File: src/rtl/sp_ram_arbiter_if.sv
// Bus bundle between two RAM requesters, the sp_ram_arbiter and a single-port RAM.
// slave: arbiter side; master: requester/RAM side.
interface sp_ram_arbiter_if #(
    parameter int ADDR_WIDTH = 15,
    parameter int DATA_WIDTH = 32
);
    localparam int BE_W = DATA_WIDTH / 8;

    logic                  p0_req_i;
    logic                  p0_gnt_o;
    logic [ADDR_WIDTH-1:0] p0_addr_i;
    logic                  p0_we_i;
    logic [BE_W-1:0]       p0_be_i;
    logic [DATA_WIDTH-1:0] p0_wdata_i;
    logic                  p0_rvalid_o;
    logic [DATA_WIDTH-1:0] p0_rdata_o;

    logic                  p1_req_i;
    logic                  p1_gnt_o;
    logic [ADDR_WIDTH-1:0] p1_addr_i;
    logic                  p1_we_i;
    logic [BE_W-1:0]       p1_be_i;
    logic [DATA_WIDTH-1:0] p1_wdata_i;
    logic                  p1_rvalid_o;
    logic [DATA_WIDTH-1:0] p1_rdata_o;

    logic                  ram_en_o;
    logic [ADDR_WIDTH-1:0] ram_addr_o;
    logic [DATA_WIDTH-1:0] ram_wdata_o;
    logic                  ram_we_o;
    logic [BE_W-1:0]       ram_be_o;
    logic [DATA_WIDTH-1:0] ram_rdata_i;

    modport slave (
        input  p0_req_i, p0_addr_i, p0_we_i, p0_be_i, p0_wdata_i,
        output p0_gnt_o, p0_rvalid_o, p0_rdata_o,
        input  p1_req_i, p1_addr_i, p1_we_i, p1_be_i, p1_wdata_i,
        output p1_gnt_o, p1_rvalid_o, p1_rdata_o,
        output ram_en_o, ram_addr_o, ram_wdata_o, ram_we_o, ram_be_o,
        input  ram_rdata_i
    );

    modport master (
        output p0_req_i, p0_addr_i, p0_we_i, p0_be_i, p0_wdata_i,
        input  p0_gnt_o, p0_rvalid_o, p0_rdata_o,
        output p1_req_i, p1_addr_i, p1_we_i, p1_be_i, p1_wdata_i,
        input  p1_gnt_o, p1_rvalid_o, p1_rdata_o,
        input  ram_en_o, ram_addr_o, ram_wdata_o, ram_we_o, ram_be_o,
        output ram_rdata_i
    );
endinterface

File: src/rtl/sp_ram_arbiter.sv
// Fixed-priority (port 0 first) arbiter sharing one single-port RAM between two requesters.
// Define SP_RAM_ARB_STARVE_LIMIT_EN to force a port 1 grant after MAX_WAIT denied cycles.
module sp_ram_arbiter #(
    parameter int ADDR_WIDTH = 15,
    parameter int DATA_WIDTH = 32,
    parameter int MAX_WAIT   = 8
) (
    input  logic             clk,
    input  logic             rst_i,
    sp_ram_arbiter_if.slave  bus
);
    localparam int BE_W = DATA_WIDTH / 8;

    if (MAX_WAIT < 1 || MAX_WAIT > 255) begin : g_max_wait_range
        $error("sp_ram_arbiter: MAX_WAIT must be within 1..255");
    end

    logic                  p0_gnt;
    logic                  p1_gnt;
    logic                  force_p1;
    logic [ADDR_WIDTH-1:0] addr_mux;
    logic [DATA_WIDTH-1:0] wdata_mux;
    logic [BE_W-1:0]       be_mux;
    logic                  we_mux;
    logic [1:0]            resp_sel_d;  // {valid, port}
    logic [1:0]            resp_sel_q;

`ifdef SP_RAM_ARB_STARVE_LIMIT_EN
    localparam logic [7:0] WaitLimit = 8'(MAX_WAIT);

    logic [7:0] wait_cnt_d;
    logic [7:0] wait_cnt_q;

    always_comb begin
        force_p1   = bus.p1_req_i & (wait_cnt_q == WaitLimit);
        wait_cnt_d = wait_cnt_q + 8'd1;
        if (!bus.p1_req_i || p1_gnt) begin
            wait_cnt_d = 8'd0;
        end
    end

    always_ff @(posedge clk) begin
        if (rst_i) begin
            wait_cnt_q <= 8'd0;
        end else begin
            wait_cnt_q <= wait_cnt_d;
        end
    end
`else
    always_comb begin
        force_p1 = 1'b0;
    end
`endif

    always_comb begin
        p0_gnt    = ~rst_i & bus.p0_req_i & ~force_p1;
        p1_gnt    = ~rst_i & bus.p1_req_i & (~bus.p0_req_i | force_p1);
        addr_mux  = '0;
        wdata_mux = '0;
        be_mux    = '0;
        we_mux    = 1'b0;
        if (p0_gnt) begin
            addr_mux  = bus.p0_addr_i;
            wdata_mux = bus.p0_wdata_i;
            be_mux    = bus.p0_be_i;
            we_mux    = bus.p0_we_i;
        end else if (p1_gnt) begin
            addr_mux  = bus.p1_addr_i;
            wdata_mux = bus.p1_wdata_i;
            be_mux    = bus.p1_be_i;
            we_mux    = bus.p1_we_i;
        end
        resp_sel_d = {p0_gnt | p1_gnt, p1_gnt};
    end

    always_ff @(posedge clk) begin
        if (rst_i) begin
            resp_sel_q <= 2'b00;
        end else begin
            resp_sel_q <= resp_sel_d;
        end
    end

    // Response is gated by rst_i so a response in flight when reset rises is dropped.
    always_comb begin
        bus.p0_gnt_o    = p0_gnt;
        bus.p1_gnt_o    = p1_gnt;
        bus.ram_en_o    = p0_gnt | p1_gnt;
        bus.ram_addr_o  = addr_mux;
        bus.ram_wdata_o = wdata_mux;
        bus.ram_be_o    = be_mux;
        bus.ram_we_o    = we_mux;
        bus.p0_rvalid_o = ~rst_i & resp_sel_q[1] & ~resp_sel_q[0];
        bus.p1_rvalid_o = ~rst_i & resp_sel_q[1] &  resp_sel_q[0];
        bus.p0_rdata_o  = bus.p0_rvalid_o ? bus.ram_rdata_i : '0;
        bus.p1_rdata_o  = bus.p1_rvalid_o ? bus.ram_rdata_i : '0;
    end
endmodule

File: src/flat_wrapper.sv
// flat-port wrapper written by rule: the top's interface ports become plain ports
module sp_ram_arbiter_flat 
#(
    parameter int ADDR_WIDTH = 15,
    parameter int DATA_WIDTH = 32,
    parameter int MAX_WAIT   = 8
)
  (clk, rst_i, bus_p0_req_i, bus_p0_addr_i, bus_p0_we_i, bus_p0_be_i, bus_p0_wdata_i, bus_p0_gnt_o, bus_p0_rvalid_o, bus_p0_rdata_o, bus_p1_req_i, bus_p1_addr_i, bus_p1_we_i, bus_p1_be_i, bus_p1_wdata_i, bus_p1_gnt_o, bus_p1_rvalid_o, bus_p1_rdata_o, bus_ram_en_o, bus_ram_addr_o, bus_ram_wdata_o, bus_ram_we_o, bus_ram_be_o, bus_ram_rdata_i);
  sp_ram_arbiter_if #(.ADDR_WIDTH(ADDR_WIDTH), .DATA_WIDTH(DATA_WIDTH)) bus_i ();
  input  logic clk;
  input  logic rst_i;
  input wire logic [$bits(bus_i.p0_req_i)-1:0] bus_p0_req_i;
  input wire logic [$bits(bus_i.p0_addr_i)-1:0] bus_p0_addr_i;
  input wire logic [$bits(bus_i.p0_we_i)-1:0] bus_p0_we_i;
  input wire logic [$bits(bus_i.p0_be_i)-1:0] bus_p0_be_i;
  input wire logic [$bits(bus_i.p0_wdata_i)-1:0] bus_p0_wdata_i;
  output wire logic [$bits(bus_i.p0_gnt_o)-1:0] bus_p0_gnt_o;
  output wire logic [$bits(bus_i.p0_rvalid_o)-1:0] bus_p0_rvalid_o;
  output wire logic [$bits(bus_i.p0_rdata_o)-1:0] bus_p0_rdata_o;
  input wire logic [$bits(bus_i.p1_req_i)-1:0] bus_p1_req_i;
  input wire logic [$bits(bus_i.p1_addr_i)-1:0] bus_p1_addr_i;
  input wire logic [$bits(bus_i.p1_we_i)-1:0] bus_p1_we_i;
  input wire logic [$bits(bus_i.p1_be_i)-1:0] bus_p1_be_i;
  input wire logic [$bits(bus_i.p1_wdata_i)-1:0] bus_p1_wdata_i;
  output wire logic [$bits(bus_i.p1_gnt_o)-1:0] bus_p1_gnt_o;
  output wire logic [$bits(bus_i.p1_rvalid_o)-1:0] bus_p1_rvalid_o;
  output wire logic [$bits(bus_i.p1_rdata_o)-1:0] bus_p1_rdata_o;
  output wire logic [$bits(bus_i.ram_en_o)-1:0] bus_ram_en_o;
  output wire logic [$bits(bus_i.ram_addr_o)-1:0] bus_ram_addr_o;
  output wire logic [$bits(bus_i.ram_wdata_o)-1:0] bus_ram_wdata_o;
  output wire logic [$bits(bus_i.ram_we_o)-1:0] bus_ram_we_o;
  output wire logic [$bits(bus_i.ram_be_o)-1:0] bus_ram_be_o;
  input wire logic [$bits(bus_i.ram_rdata_i)-1:0] bus_ram_rdata_i;
  assign bus_i.p0_req_i = bus_p0_req_i;
  assign bus_i.p0_addr_i = bus_p0_addr_i;
  assign bus_i.p0_we_i = bus_p0_we_i;
  assign bus_i.p0_be_i = bus_p0_be_i;
  assign bus_i.p0_wdata_i = bus_p0_wdata_i;
  assign bus_p0_gnt_o = bus_i.p0_gnt_o;
  assign bus_p0_rvalid_o = bus_i.p0_rvalid_o;
  assign bus_p0_rdata_o = bus_i.p0_rdata_o;
  assign bus_i.p1_req_i = bus_p1_req_i;
  assign bus_i.p1_addr_i = bus_p1_addr_i;
  assign bus_i.p1_we_i = bus_p1_we_i;
  assign bus_i.p1_be_i = bus_p1_be_i;
  assign bus_i.p1_wdata_i = bus_p1_wdata_i;
  assign bus_p1_gnt_o = bus_i.p1_gnt_o;
  assign bus_p1_rvalid_o = bus_i.p1_rvalid_o;
  assign bus_p1_rdata_o = bus_i.p1_rdata_o;
  assign bus_ram_en_o = bus_i.ram_en_o;
  assign bus_ram_addr_o = bus_i.ram_addr_o;
  assign bus_ram_wdata_o = bus_i.ram_wdata_o;
  assign bus_ram_we_o = bus_i.ram_we_o;
  assign bus_ram_be_o = bus_i.ram_be_o;
  assign bus_i.ram_rdata_i = bus_ram_rdata_i;
  sp_ram_arbiter #(.ADDR_WIDTH(ADDR_WIDTH), .DATA_WIDTH(DATA_WIDTH), .MAX_WAIT(MAX_WAIT)) u_core (.clk(clk), .rst_i(rst_i), .bus(bus_i));
endmodule
File: config.mk
export PLATFORM = sky130hd
export DESIGN_NAME = sp_ram_arbiter_flat
export DESIGN_NICKNAME = d
export VERILOG_FILES = /design/src/rtl/sp_ram_arbiter_if.sv /design/src/rtl/sp_ram_arbiter.sv /design/src/flat_wrapper.sv
export SDC_FILE = /design/constraint.sdc
export NUM_CORES = 1
export LEC_CHECK = 0
export BUFFER_PORTS_ARGS = -buffer_cell sky130_fd_sc_hd__clkbuf_2
export CAP_MARGIN = 20
export CORE_AREA = 3 3 99 101
export CTS_CLUSTER_SIZE = 16
export DETAILED_ROUTE_END_ITERATION = 10
export DIE_AREA = 0 0 102 104
export PLACE_DENSITY = 0.56
export SETUP_SLACK_MARGIN = 0.05
export SYNTH_ARGS = -nofsm -noshare
export SYNTH_HDL_FRONTEND = slang
export SYNTH_SLANG_ARGS = --single-unit
File: constraint.sdc
create_clock -name clk -period 1.1 [get_ports clk]
set_clock_uncertainty 0.15 [all_clocks]
set_input_delay 0.22 -clock clk [delete_from_list [all_inputs] [get_ports clk]]
set_output_delay 0.22 -clock clk [all_outputs]
set_load 0.03 [all_outputs]
==> results.json <==
{
  "die_w_um": 102,
  "critPathSlowestCell": "dfxtp_2",
  "wl_per_cell_um": 19.12,
  "async_reset_ff_share_pct": 0,
  "syn_area_per_cell_um2": 5.801,
  "numCtsBuffers": 3,
  "port_buffers": 260,
  "crit_chain": "nor3b_4 > buf_6 > clkbuf_16 > and2_4 > buf_8",
  "grt_usage_pct": 19.90,
  "largest_register_ffs": 2,
  "yosys.area.top_type": "and2_1",
  "wirelength_mm": 11.97,
  "reg_top3": "u_core.resp_sel_q: 2 flops",
  "postRouteAntennaNets": 0,
  "coreArea_um2": 9109,
  "grt.overflow.total": 0,
  "fin_crit_ns": 1.708,
  "tritoncts": "done",
  "cts_sinks": 2,
  "holdPathEnd": "u_core.resp_sel_q[1]$_SDFF_PP0_",
  "fin_util_pct": 59.46,
  "syn_inst": 245,
  "final_layout_size_suffix_gt1_share_pct": 83.69,
  "hold_viol_final": 0,
  "synth_top_area_share_pct": 29.05,
  "dieArea_um2": 10610,
  "ys.flop_type": "dfxtp_1",
  "synth_nets": 385,
  "critical-path-max-stage-delay_ns": 0.31,
  "powerDensity_nw_per_um2": 455.9,
  "synth.distinct_cells": 15,
  "status": "complete, but fails checks",
  "num_antenna_cells": 0,
  "syn_to_final_growth_pct": 281.1,
  "min_period_over_period_pct": 155.3,
  "tns_ns": -53.17,
  "grt_pass1_wl_mm": 16.88,
  "grt_pass1_vias": 3092,
  "finalWeightedCongestion": 0.8674,
  "crit_start": "u_core.resp_sel_q[1]$_SDFF_PP0_",
  "cp.required_ns": 0.73,
  "leakage_nw": 2.475,
  "antenna_found_initial": 0,
  "synth_edf_count": 0,
  "synth.area.top_cells": "and2_1 29%, nand3b_1 24%, a21oi_1 16%",
  "setup-violations-final": 121,
  "relSlewSlack_pct": 81.54,
  "drc": 0,
  "clockBufferDepth": 2,
  "ios": 261,
  "violations": "negative setup slack",
  "h-tree-depth": 1,
  "fp.dieH_um": 104,
  "ys_top_cells_by_count": "66 x and2_1, 45 x a21oi_1, 45 x nand2_1, 45 x nand3b_1, 14 x clkbuf_1",
  "initial_core_util_pct": 15.60,
  "slew_viol_final": 0,
  "whs_path_depth": 3,
  "synth_area_um2": 1421,
  "dp_hpwl_mm": 7.207,
  "ys_warn_count": 0,
  "clk_pin_slew_ns": 0.03,
  "tightest_slew_ns": 0.2769,
  "root_buffer": "clkbuf_8",
  "via_per_inst": 4.717,
  "grt_max_degree": 30,
  "synth-seq-cells": 2,
  "crit_fanout": 6,
  "drtIter0Drc": 67,
  "placed_area_um2": 3603,
  "fmax_mhz": 585.4,
  "fin_nets": 657,
  "drt-pass1-iter-count": 5,
  "vias": 2953,
  "fin_ws_ns": -0.6084,
  "cap_viol_max_count": 0,
  "crit_path_end_kind": "output pin",
  "hold_start": "rst_i",
  "critPathArrivalTime_ns": 1.34,
  "stdcell_area_um2": 5416,
  "synth.most_common_cell": "and2_1",
  "worstSetupPathType": "flop to output pin",
  "worst_ir_drop_vdd_mv": 0.2109,
  "rsz0062_at_grt": "true",
  "rows": 35,
  "holdCritPathClass": "primary input to flop",
  "top_register": "u_core.resp_sel_q",
  "yosysSeqAreaShare_pct": 2.817,
  "cp-start-kind": "flop"
}
## through the flow
| stage | instances | total power, mW | worst slack (ns) | hold slack (ns) |
|---|---|---|---|---|
| after floorplan | 245 | 1.049 | -0.2659 | 0.3056 |
| after global placement | 602 | 1.498 | -0.4293 | 0.4361 |
| after detailed placement | 602 | 1.513 | -0.4431 | 0.4377 |
| after CTS | 622 | 2.305 | -0.5973 | 0.2636 |
| after global routing | 626 | 2.571 | -0.6544 | 0.2769 |
| final | 626 | 2.469 | -0.6084 | 0.2626 |
## worst max-delay path, delay by kind of cell, from the launching register on
family / cells / cell delay [ns]
buffers and inverters: 3 / 0.41
flip-flops: 1 / 0.31
AND/OR/NAND/NOR: 2 / 0.40
## cells in the final DEF (no fill, tap or decap), drive strengths merged
master  synthesis  final
a32o            7      7
nor3b           1      1
and3b           1      1
dfxtp           2      2
nor2b           1      1
nand3b         45     45
and2           66     66
nand2          45     45
buf            12    153
nor2            4      5
clkbuf         16    144
a21oi          45     45
## power by group
part / internal [mW] / total, mW / switching, mW
Sequential: 0.0779 / 0.0803 / 0.00232
Clock: 0.232 / 0.295 / 0.0629
Combinational: 1.07 / 2.09 / 1.02
Total: 1.38 / 2.47 / 1.08
## worst max path at each step
stage               cells past startpoint             endpoint
floorplan                               3    bus_p0_rdata_o[6]
global placement                        5   bus_p1_rdata_o[12]
detailed placement                      5  bus_ram_wdata_o[20]
CTS                                     5   bus_p0_rdata_o[29]
global route                            5   bus_p0_rdata_o[10]
finish                                  5   bus_p0_rdata_o[10]
## layer usage
metal,track usage [%],wire [um]
met1,21.16,4130
met2,37.84,6555
met3,3.353,830
met4,7.498,449
met5,0,0
## final cells by class
type                    count  area [um2]
fillers                   730        3692
repair buffers            294        3176
multi-input cells         216        2018
well taps                 111       138.9
flip-flops and latches      2       42.54
clock buffers               3       41.29
## cell families (layout without fill, tap and decap cells)
group / Yosys count / count (layout) / synth area share, %
AO/OA/AOI/OAI: 52 / 52 / 20.78
buffers and inverters: 28 / 297 / 8.715
flip-flops: 2 / 2 / 2.817
AND/OR/NAND/NOR: 163 / 164 / 67.69
## what timing repair did
item,CTS,global route
resized for setup,288,147
setup endpoints to repair,121,121
gates cloned,13,3
pin swaps,13,44
buffers inserted,5,3
hold buffers,0,0
Power figures use the tool's default switching activity.
